$ cat src/rtl/audio_sfx_arbiter.sv
// Shares the tone PWM between music passthrough and three prioritized sound effects.
// Define AUDIO_SFX_DUCK_EN to drive music_hold from the effect-busy state; otherwise it is tied low.
module audio_sfx_arbiter #(
  parameter int TICK_DIV = 6_250_000,
  parameter int TONE_W   = 28
) (
  input  logic              clk,
  input  logic              reset,
  input  logic [TONE_W-1:0] music_tone,
  input  logic              music_en,
  input  logic              mute,
  input  logic [2:0]        sfx_req,
  output logic [TONE_W-1:0] tone,
  output logic              sfx_busy,
  output logic [1:0]        sfx_id,
  output logic              music_hold
);

  localparam logic       S_IDLE    = 1'b0;
  localparam logic       S_PLAY    = 1'b1;
  localparam logic [23:0] TICK_LAST = 24'(TICK_DIV - 1);

  logic        state, nxt_state;
  logic [1:0]  cur_id, nxt_id, req_id;
  logic [2:0]  note_idx, nxt_idx;
  logic [23:0] tick_cnt, nxt_tick;
  logic [TONE_W-1:0] nxt_tone;

  function automatic logic [TONE_W-1:0] note_hz(input logic [1:0] id, input logic [2:0] idx);
    logic [TONE_W-1:0] hz;
    hz = '0;
    case ({id, idx})
      {2'd1, 3'd0}: hz = TONE_W'(1047);
      {2'd2, 3'd0}, {2'd2, 3'd1},
      {2'd2, 3'd3}, {2'd2, 3'd4}: hz = TONE_W'(196);
      {2'd3, 3'd0}: hz = TONE_W'(523);
      {2'd3, 3'd1}: hz = TONE_W'(659);
      {2'd3, 3'd2}: hz = TONE_W'(784);
      {2'd3, 3'd3}, {2'd3, 3'd4},
      {2'd3, 3'd5}: hz = TONE_W'(1047);
      default:      hz = '0;
    endcase
    return hz;
  endfunction

  function automatic logic [2:0] last_idx(input logic [1:0] id);
    logic [2:0] li;
    case (id)
      2'd2:    li = 3'd4;
      2'd3:    li = 3'd5;
      default: li = 3'd0;
    endcase
    return li;
  endfunction

  always_comb begin
    req_id = 2'd0;
    if (sfx_req[2])      req_id = 2'd3;
    else if (sfx_req[1]) req_id = 2'd2;
    else if (sfx_req[0]) req_id = 2'd1;

    nxt_state = state;
    nxt_id    = cur_id;
    nxt_idx   = note_idx;
    nxt_tick  = tick_cnt;
    // Equal-or-higher request restarts, even on the final tick, so back-to-back effects leave no gap
    if (req_id != 2'd0 && (state == S_IDLE || req_id >= cur_id)) begin
      nxt_state = S_PLAY;
      nxt_id    = req_id;
      nxt_idx   = 3'd0;
      nxt_tick  = 24'd0;
    end else if (state == S_PLAY) begin
      if (tick_cnt == TICK_LAST) begin
        nxt_tick = 24'd0;
        if (note_idx == last_idx(cur_id)) begin
          nxt_state = S_IDLE;
          nxt_id    = 2'd0;
          nxt_idx   = 3'd0;
        end else begin
          nxt_idx = note_idx + 3'd1;
        end
      end else begin
        nxt_tick = tick_cnt + 24'd1;
      end
    end

    nxt_tone = '0;
    if (!mute) begin
      if (nxt_state == S_PLAY) nxt_tone = note_hz(nxt_id, nxt_idx);
      else if (music_en)       nxt_tone = music_tone;
    end
  end

  always_ff @(posedge clk) begin
    if (reset) begin
      state    <= S_IDLE;
      cur_id   <= 2'd0;
      note_idx <= 3'd0;
      tick_cnt <= 24'd0;
      tone     <= '0;
      sfx_busy <= 1'b0;
      sfx_id   <= 2'd0;
    end else begin
      state    <= nxt_state;
      cur_id   <= nxt_id;
      note_idx <= nxt_idx;
      tick_cnt <= nxt_tick;
      tone     <= nxt_tone;
      sfx_busy <= (nxt_state == S_PLAY);
      sfx_id   <= (nxt_state == S_PLAY) ? nxt_id : 2'd0;
    end
  end

`ifdef AUDIO_SFX_DUCK_EN
  always_ff @(posedge clk) begin
    if (reset) music_hold <= 1'b0;
    else       music_hold <= (nxt_state == S_PLAY);
  end
`else
  assign music_hold = 1'b0;
`endif

endmodule

$ cat config.mk
export PLATFORM = sky130hd
export DESIGN_NAME = audio_sfx_arbiter
export DESIGN_NICKNAME = d
export VERILOG_FILES = /design/src/rtl/audio_sfx_arbiter.sv
export SDC_FILE = /design/constraint.sdc
export NUM_CORES = 1
export LEC_CHECK = 0
export CORE_UTILIZATION = 49
export CTS_BUF_LIST = sky130_fd_sc_hd__clkbuf_4
export DETAILED_ROUTE_END_ITERATION = 10
export DONT_BUFFER_PORTS = 1
export PLACE_DENSITY_LB_ADDON = 0.08
export SKIP_CTS_REPAIR_TIMING = 1
export SYNTH_ARGS = -nofsm -noshare
export SYNTH_HDL_FRONTEND = slang
export SYNTH_SLANG_ARGS = --single-unit
export TNS_END_PERCENT = 100
$ cat constraint.sdc
create_clock -name clk -period 8.5 [get_ports clk]
set_input_delay 1.7 -clock clk [delete_from_list [all_inputs] [get_ports clk]]
set_output_delay 1.7 -clock clk [all_outputs]
set_load 0.01 [all_outputs]
==> results of run 1 <==
## cell usage after synthesis (5+ instances only)
cell type | n | area share, %
sky130_fd_sc_hd__xnor2_1 | 10 | 3.4
sky130_fd_sc_hd__nor2_1 | 44 | 6.3
sky130_fd_sc_hd__nand4_1 | 6 | 1.4
sky130_fd_sc_hd__dfxtp_1 | 60 | 46
sky130_fd_sc_hd__nand2_1 | 15 | 2.2
sky130_fd_sc_hd__nor3_1 | 8 | 1.5
sky130_fd_sc_hd__and2_1 | 18 | 4.3
sky130_fd_sc_hd__and3_1 | 7 | 1.7
sky130_fd_sc_hd__xor2_1 | 13 | 4.4
sky130_fd_sc_hd__a21o_1 | 5 | 1.4
sky130_fd_sc_hd__a21oi_1 | 7 | 1.3
sky130_fd_sc_hd__o21ai_0 | 8 | 1.5
sky130_fd_sc_hd__inv_1 | 6 | 0.86
sky130_fd_sc_hd__nand3_1 | 11 | 2.1
## worst paths after layout
kind            endpoint  slack [ps]  depth (start not counted)
min          tick_cnt[1]         500                          2
max reg2reg      tone[4]        5800                          7
max              tone[4]        4640                          9
min reg2reg  tick_cnt[1]         500                          2
## critical path, cell delays in order
cell and delay (ps):
sky130_fd_sc_hd__inv_1 20, sky130_fd_sc_hd__a21oi_1 210, sky130_fd_sc_hd__ha_1 280, sky130_fd_sc_hd__nand2b_4 150, sky130_fd_sc_hd__a211oi_4 380, sky130_fd_sc_hd__or2_2 200
sky130_fd_sc_hd__and3_1 280, sky130_fd_sc_hd__and3_1 720, sky130_fd_sc_hd__a221o_1 260
## per-stage QoR
step,total power [mW],worst slack [ps]
finish,0.543,4640
CTS,0.548,4660
global route,0.564,4400
global placement,0.332,4270
floorplan,0.327,4660
detailed placement,0.332,4240
## power groups by stage
| stage | registers, mW | clock network, mW | logic, mW |
|---|---|---|---|
| floorplan | 0.299 | 0 | 0.0287 |
| global placement | 0.301 | 0 | 0.0312 |
| detailed placement | 0.301 | 0 | 0.0312 |
| CTS | 0.295 | 0.222 | 0.0313 |
| global route | 0.296 | 0.234 | 0.0346 |
| finish | 0.295 | 0.218 | 0.0310 |
## cells by family after synthesis
family          count (synthesis)  share of synthesized area (%)
compound gates                 43                           12.6
fa+ha+maj                       4                           1.92
xor+xnor                       23                           7.72
flops                          60                           46.0
other cells                     1                          0.144
buf+inv                        16                           2.78
simple gates                  134                           28.9
## flip-flops by register name (all words and copies together) (netlist names)
name      cells
note_idx      3
state         1
tick_cnt     24
tone         28
sfx_id        2
cur_id        2
## layer usage
| metal | part of all wire (%) | GRT usage [%] |
|---|---|---|
| met1 | 46 | 22.8 |
| met2 | 48 | 29.4 |
| met3 | 4.2 | 5.09 |
| met4 | 1.7 | 9.43 |
| met5 | 0 | 0 |
## area by class of cell
class	instances	area share [%]
Clock buffer	9	2.41
Clock inverter	6	2.86
Inverter	7	0.939
Multi-Input combinational cell	205	47.7
Sequential cell	60	42.9
Tap cell	70	3.13
==> metrics.txt, run 1 <==
# TYPE chip_impl_metric gauge
chip_impl_metric{name="die_y",unit="um"} 75.0
chip_impl_metric{name="multi_input_gate_area",unit="um^2"} 1340
chip_impl_metric{name="timing.max_cap.violations",unit=""} 0
chip_impl_metric{name="area.sequential",unit="um^2"} 1200
chip_impl_metric{name="switching_share",unit="%"} 23.4
chip_impl_info{name="rsz_0062_raised_after_global_routing",value="no"} 1
chip_impl_info{name="setup.worst_path.class",value="input pin to register"} 1
chip_impl_metric{name="avgRoutedWirePerCell",unit="um"} 14.2
chip_impl_metric{name="power_switching",unit="mW"} 0.127
chip_impl_metric{name="combPwrFrac",unit="%"} 5.7
chip_impl_metric{name="yosys_register_bits",unit=""} 60
chip_impl_metric{name="post_synth.cell_area_avg",unit="um^2"} 9.29
chip_impl_metric{name="final_design_area_no_fill",unit="um^2"} 2800
chip_impl_info{name="most_frequent_standard_cell_in_the_layout_excluding_fill_and_tap_cells",value="sky130_fd_sc_hd__dfxtp_1"} 1
chip_impl_info{name="mostFrequentLayoutCells",value="sky130_fd_sc_hd__dfxtp_1, sky130_fd_sc_hd__nor2_1, sky130_fd_sc_hd__and2_1, sky130_fd_sc_hd__nand2_1, sky130_fd_sc_hd__xor2_1"} 1
chip_impl_info{name="worstSetupStartpoint",value="sfx_req[1]"} 1
chip_impl_metric{name="total_congestion_overflow",unit=""} 0
chip_impl_metric{name="setup-violations-final",unit=""} 0
chip_impl_metric{name="global_route.usage.total",unit="%"} 18.4
chip_impl_metric{name="synth_cell_type_count",unit=""} 56
chip_impl_metric{name="hold_viol_final",unit=""} 0
chip_impl_metric{name="antenna_violating_nets_post_route",unit=""} 0
chip_impl_metric{name="clk_latency",unit="ps"} 390
chip_impl_metric{name="detailedRoute.firstIterationViolations",unit=""} 104
chip_impl_metric{name="dpl-instance-area",unit="um^2"} 2650
chip_impl_metric{name="cp_data_required_time",unit="ps"} 8840
chip_impl_metric{name="slew_viol_final",unit=""} 0
chip_impl_metric{name="nNetsFinal",unit=""} 322
chip_impl_metric{name="placeableCoreArea",unit="um^2"} 5110
chip_impl_info{name="reg2reg_from",value="cur_id[1]"} 1
chip_impl_metric{name="clock_power_share",unit="%"} 40.1
chip_impl_metric{name="seq_area_frac_synth",unit="%"} 46.0
chip_impl_metric{name="numPlacedInstances",unit=""} 342
chip_impl_metric{name="power.sequential.fraction",unit="%"} 54.2
chip_impl_info{name="synthFlopType",value="sky130_fd_sc_hd__dfxtp_1"} 1
chip_impl_metric{name="floorplan.initialDensity",unit="%"} 51.1
chip_impl_metric{name="instances_no_fill",unit=""} 357
chip_impl_metric{name="ys_async_sr_fraction",unit="%"} 0
chip_impl_metric{name="drc_errors",unit=""} 0
chip_impl_metric{name="finalCritPeriodShare",unit="%"} 45.4
chip_impl_metric{name="max_slew_margin",unit="%"} 47.4
chip_impl_metric{name="num_vias",unit=""} 1937
chip_impl_metric{name="ctsHtreeMaxLevel",unit=""} 3
chip_impl_metric{name="routed_wirelength",unit="um"} 5070
chip_impl_metric{name="netlist_area_pre_place",unit="um^2"} 2610
chip_impl_metric{name="detailedRoute.firstPassIterationCount",unit=""} 4
chip_impl_info{name="tritoncts_clock_tree",value="done"} 1
chip_impl_metric{name="syn-num-nets",unit=""} 320
chip_impl_info{name="clock_tree_root",value="sky130_fd_sc_hd__clkbuf_4"} 1
chip_impl_metric{name="cts.sink_count",unit=""} 60
chip_impl_metric{name="num_rows",unit=""} 26
chip_impl_metric{name="timing_worst_slew_pin_value",unit="ps"} 788
chip_impl_metric{name="layout.core_utilization",unit="%"} 54.8
chip_impl_info{name="cp-end-kind",value="register"} 1
chip_impl_metric{name="holdWs",unit="ps"} 503
chip_impl_metric{name="drive_above_1_share",unit="%"} 10.8
chip_impl_metric{name="floorplan.die.width",unit="um"} 75.0
chip_impl_metric{name="cp_max_fo",unit=""} 28
chip_impl_metric{name="total_clock_buffers_created_by_cts",unit=""} 9
chip_impl_metric{name="hpwlAfterDp",unit="um"} 3600
chip_impl_metric{name="avgViaCountPerCell",unit=""} 5.43
chip_impl_metric{name="synth-edff-count",unit=""} 0
chip_impl_metric{name="grt_start_max_net_pins",unit=""} 29
chip_impl_metric{name="routabilityCongestion",unit=""} 0.814
chip_impl_metric{name="synthesis.yosys.warnings",unit=""} 0
chip_impl_metric{name="via_count_of_the_first_global_routing_pass",unit=""} 1699
chip_impl_metric{name="global_route_wire_length_before_repair",unit="um"} 7680
chip_impl_metric{name="period_needed",unit="ps"} 3860
chip_impl_metric{name="fp.dieArea",unit="um^2"} 5620
chip_impl_metric{name="antenna_cells",unit=""} 0
chip_impl_metric{name="power-per-cell-area",unit="nW/um^2"} 194
chip_impl_metric{name="cellInternalPower",unit="mW"} 0.416
chip_impl_info{name="run_status",value="finished clean"} 1
chip_impl_metric{name="synthCells",unit=""} 281
chip_impl_metric{name="nFillCells",unit=""} 503
chip_impl_metric{name="synthToLayoutAreaGrowth",unit="%"} 7.24
chip_impl_metric{name="ios",unit=""} 67
chip_impl_metric{name="timing.critical_path.arrival",unit="ps"} 4200
chip_impl_info{name="worstSetupStartpointType",value="input pin"} 1
chip_impl_metric{name="setup-tns-final",unit="ps"} 0
chip_impl_metric{name="upper_clock_frequency_limit",unit="MHz"} 259
chip_impl_metric{name="final.setup_skew",unit="ps"} 5.32
chip_impl_metric{name="cts.reportedPaths.clkPinSlew",unit="ps"} 100
chip_impl_metric{name="clock_path_buffers",unit=""} 2
chip_impl_info{name="holdCritStartpoint",value="tick_cnt[1]"} 1
chip_impl_metric{name="vdd_ir_drop_max",unit="mV"} 0.118
chip_impl_metric{name="port_buffers",unit=""} 0
chip_impl_info{name="holdCritPathClass",value="register to register"} 1
chip_impl_metric{name="p_leak",unit="nW"} 1.04
chip_impl_metric{name="grt_antenna_before_repair",unit=""} 0
(Power assumes the default switching activity.)
==> inputs of run 2 (changes only) <==
Clock period 8.5 ns to 3.83 ns, I/O delays scaled along.
==> run 2 against run 1 <==
Compared with the run above:
- via count shrank 1.3%
- clock power grew 120%
- final area grew 0.27%
- largest cell class unchanged
==> metrics.txt, run 2 (same netlist as run 1, synthesis figures left out) <==
# TYPE chip_impl_metric gauge
chip_impl_info{name="run_status",value="finished clean"} 1
chip_impl_metric{name="total_congestion_overflow",unit=""} 0
chip_impl_metric{name="synthToLayoutAreaGrowth",unit="%"} 7.53
chip_impl_metric{name="hpwlAfterDp",unit="um"} 3610
chip_impl_metric{name="clk_latency",unit="ps"} 400
chip_impl_info{name="tritoncts_clock_tree",value="done"} 1
chip_impl_info{name="holdCritPathClass",value="input pin to register"} 1
chip_impl_metric{name="routabilityCongestion",unit=""} 0.823
chip_impl_metric{name="drive_above_1_share",unit="%"} 11.5
chip_impl_info{name="reg_top3",value="tone x28, tick_cnt x24, note_idx x3"} 1
chip_impl_metric{name="port_buffers",unit=""} 0
chip_impl_metric{name="timing_worst_slew_pin_value",unit="ps"} 789
chip_impl_metric{name="p_leak",unit="nW"} 1.05
chip_impl_info{name="crit_path_cell_trace",value="inv_1 > a21oi_1 > ha_1 > nand2b_4 > a211oi_4 > o21ai_1 > o22a_2 > or4_4 > nor3_2 > a21o_1"} 1
chip_impl_metric{name="final_design_area_no_fill",unit="um^2"} 2810
chip_impl_metric{name="ctsHtreeMaxLevel",unit=""} 3
chip_impl_metric{name="clock_path_buffers",unit=""} 2
chip_impl_info{name="mostFrequentLayoutCells",value="sky130_fd_sc_hd__dfxtp_1, sky130_fd_sc_hd__nor2_1, sky130_fd_sc_hd__and2_1, sky130_fd_sc_hd__nand2_1, sky130_fd_sc_hd__xor2_1"} 1
chip_impl_metric{name="detailedRoute.firstPassIterationCount",unit=""} 4
chip_impl_metric{name="instances_no_fill",unit=""} 358
chip_impl_metric{name="floorplan.die.width",unit="um"} 75.0
chip_impl_metric{name="ios",unit=""} 67
chip_impl_info{name="worstSetupStartpoint",value="sfx_req[1]"} 1
chip_impl_metric{name="setup-tns-final",unit="ps"} 0
chip_impl_metric{name="num_rows",unit=""} 26
chip_impl_metric{name="drc_errors",unit=""} 0
chip_impl_info{name="worstSetupStartpointType",value="input pin"} 1
chip_impl_info{name="most_frequent_standard_cell_in_the_layout_excluding_fill_and_tap_cells",value="sky130_fd_sc_hd__dfxtp_1"} 1
chip_impl_metric{name="cp_max_fo",unit=""} 9
chip_impl_info{name="setup.worst_path.class",value="input pin to register"} 1
chip_impl_metric{name="antenna_violating_nets_post_route",unit=""} 0
chip_impl_info{name="rsz_0062_raised_after_global_routing",value="no"} 1
chip_impl_metric{name="upper_clock_frequency_limit",unit="MHz"} 367
chip_impl_metric{name="avgRoutedWirePerCell",unit="um"} 14.6
chip_impl_info{name="reg2reg_from",value="cur_id[1]"} 1
chip_impl_metric{name="sum_of_internal_switching_and_leakage_power",unit="mW"} 1.21
chip_impl_metric{name="finalCritPeriodShare",unit="%"} 71.1
chip_impl_metric{name="place_worst_setup_slack",unit="ps"} 702
chip_impl_metric{name="cts.reportedPaths.clkPinSlew",unit="ps"} 100
chip_impl_metric{name="layout.core_utilization",unit="%"} 54.9
chip_impl_metric{name="detailedRoute.firstIterationViolations",unit=""} 106
chip_impl_info{name="top_register",value="tone"} 1
chip_impl_metric{name="grt_antenna_before_repair",unit=""} 0
chip_impl_info{name="cp-end-kind",value="register"} 1
chip_impl_metric{name="placeableCoreArea",unit="um^2"} 5110
chip_impl_info{name="critical-path-slowest-cell",value="sky130_fd_sc_hd__or4_4"} 1
chip_impl_metric{name="setup-violations-final",unit=""} 0
chip_impl_metric{name="cts.sink_count",unit=""} 60
chip_impl_info{name="clock_tree_root",value="sky130_fd_sc_hd__clkbuf_4"} 1
chip_impl_metric{name="cp_data_required_time",unit="ps"} 4180
chip_impl_metric{name="timing.critical_path.arrival",unit="ps"} 3070
chip_impl_metric{name="dpl-instance-area",unit="um^2"} 2660
chip_impl_info{name="holdCritStartpoint",value="reset"} 1
chip_impl_metric{name="vdd_ir_drop_max",unit="mV"} 0.221
chip_impl_metric{name="nNetsFinal",unit=""} 323
chip_impl_metric{name="floorplan.initialDensity",unit="%"} 51.1
chip_impl_metric{name="fp.dieArea",unit="um^2"} 5620
chip_impl_metric{name="num_vias",unit=""} 1911
chip_impl_metric{name="via_count_of_the_first_global_routing_pass",unit=""} 1799
chip_impl_metric{name="total_clock_buffers_created_by_cts",unit=""} 9
chip_impl_metric{name="largest_reg_flops",unit=""} 28
chip_impl_metric{name="hold_viol_final",unit=""} 0
chip_impl_metric{name="antenna_cells",unit=""} 0
chip_impl_metric{name="slew_viol_final",unit=""} 0
chip_impl_metric{name="die_y",unit="um"} 75.0
chip_impl_metric{name="numPlacedInstances",unit=""} 343
chip_impl_metric{name="power-per-cell-area",unit="nW/um^2"} 432
chip_impl_metric{name="global_route_wire_length_before_repair",unit="um"} 8260
chip_impl_metric{name="holdWs",unit="ps"} 427
chip_impl_metric{name="crit_path_max_incr_delay",unit="ps"} 480
chip_impl_metric{name="avgViaCountPerCell",unit=""} 5.34
chip_impl_metric{name="global_route.usage.total",unit="%"} 20.1
chip_impl_metric{name="grt_start_max_net_pins",unit=""} 29
chip_impl_metric{name="timing.max_cap.violations",unit=""} 0
chip_impl_metric{name="max_slew_margin",unit="%"} 47.2
chip_impl_metric{name="routed_wirelength",unit="um"} 5220
chip_impl_metric{name="final.setup_skew",unit="ps"} 11.0
chip_impl_metric{name="timing.final.ws_setup",unit="ps"} 1110
chip_impl_metric{name="period_needed",unit="ps"} 2720
==> run 2: cell count changes in the layout (fill, tap and decap cells not counted) <==
cell	change
sky130_fd_sc_hd__clkinv_1	-1
sky130_fd_sc_hd__clkinv_4	-1
sky130_fd_sc_hd__buf_4	+1
sky130_fd_sc_hd__clkinv_2	+1
sky130_fd_sc_hd__clkinvlp_4	+1
==> run 2: path summary, 6_finish.rpt <==
check / endpoint / slack, ps / cells past startpoint
worst max-delay path: tone[1] / 1110 / 10
worst min-delay path: note_idx[2] / 430 / 1
worst max register to register: tone[1] / 1340 / 8
worst min register to register: tick_cnt[1] / 500 / 2
==> run 2: layout make-up <==
class                           count  area, um^2
Multi-Input combinational cell    205        1340
Timing Repair Buffer                1        7.51
Clock inverter                      6        80.1
Fill cell                         504        2300
Clock buffer                        9        67.6
Inverter                            7        26.3
Tap cell                           70        87.6
Sequential cell                    60        1200
==> run 2: worst max-delay path: cells and delay by family <==
kind,cells,cell delay (ps)
AOI/OAI and AO/OA,5,1140
buffers and inverters,1,20
adders and majority gates,1,290
and+or+nand+nor,3,850
==> run 2: routing by layer <==
| layer | global-route usage (%) | part of all wire (%) | vias up |
|---|---|---|---|
| met5 | 0 | 0 | - |
| li1 | - | - | 975 |
| met4 | 9.43 | 0.61 | 0 |
| met3 | 6.96 | 3.7 | 2 |
| met1 | 25.4 | 47 | 899 |
| met2 | 30.9 | 49 | 35 |
==> run 2: power breakdown <==
part	switching (mW)	internal, mW	total [mW]
logic	0.0395	0.0300	0.0695
clock network	0.234	0.256	0.489
registers	0.0159	0.638	0.653
total	0.289	0.924	1.21
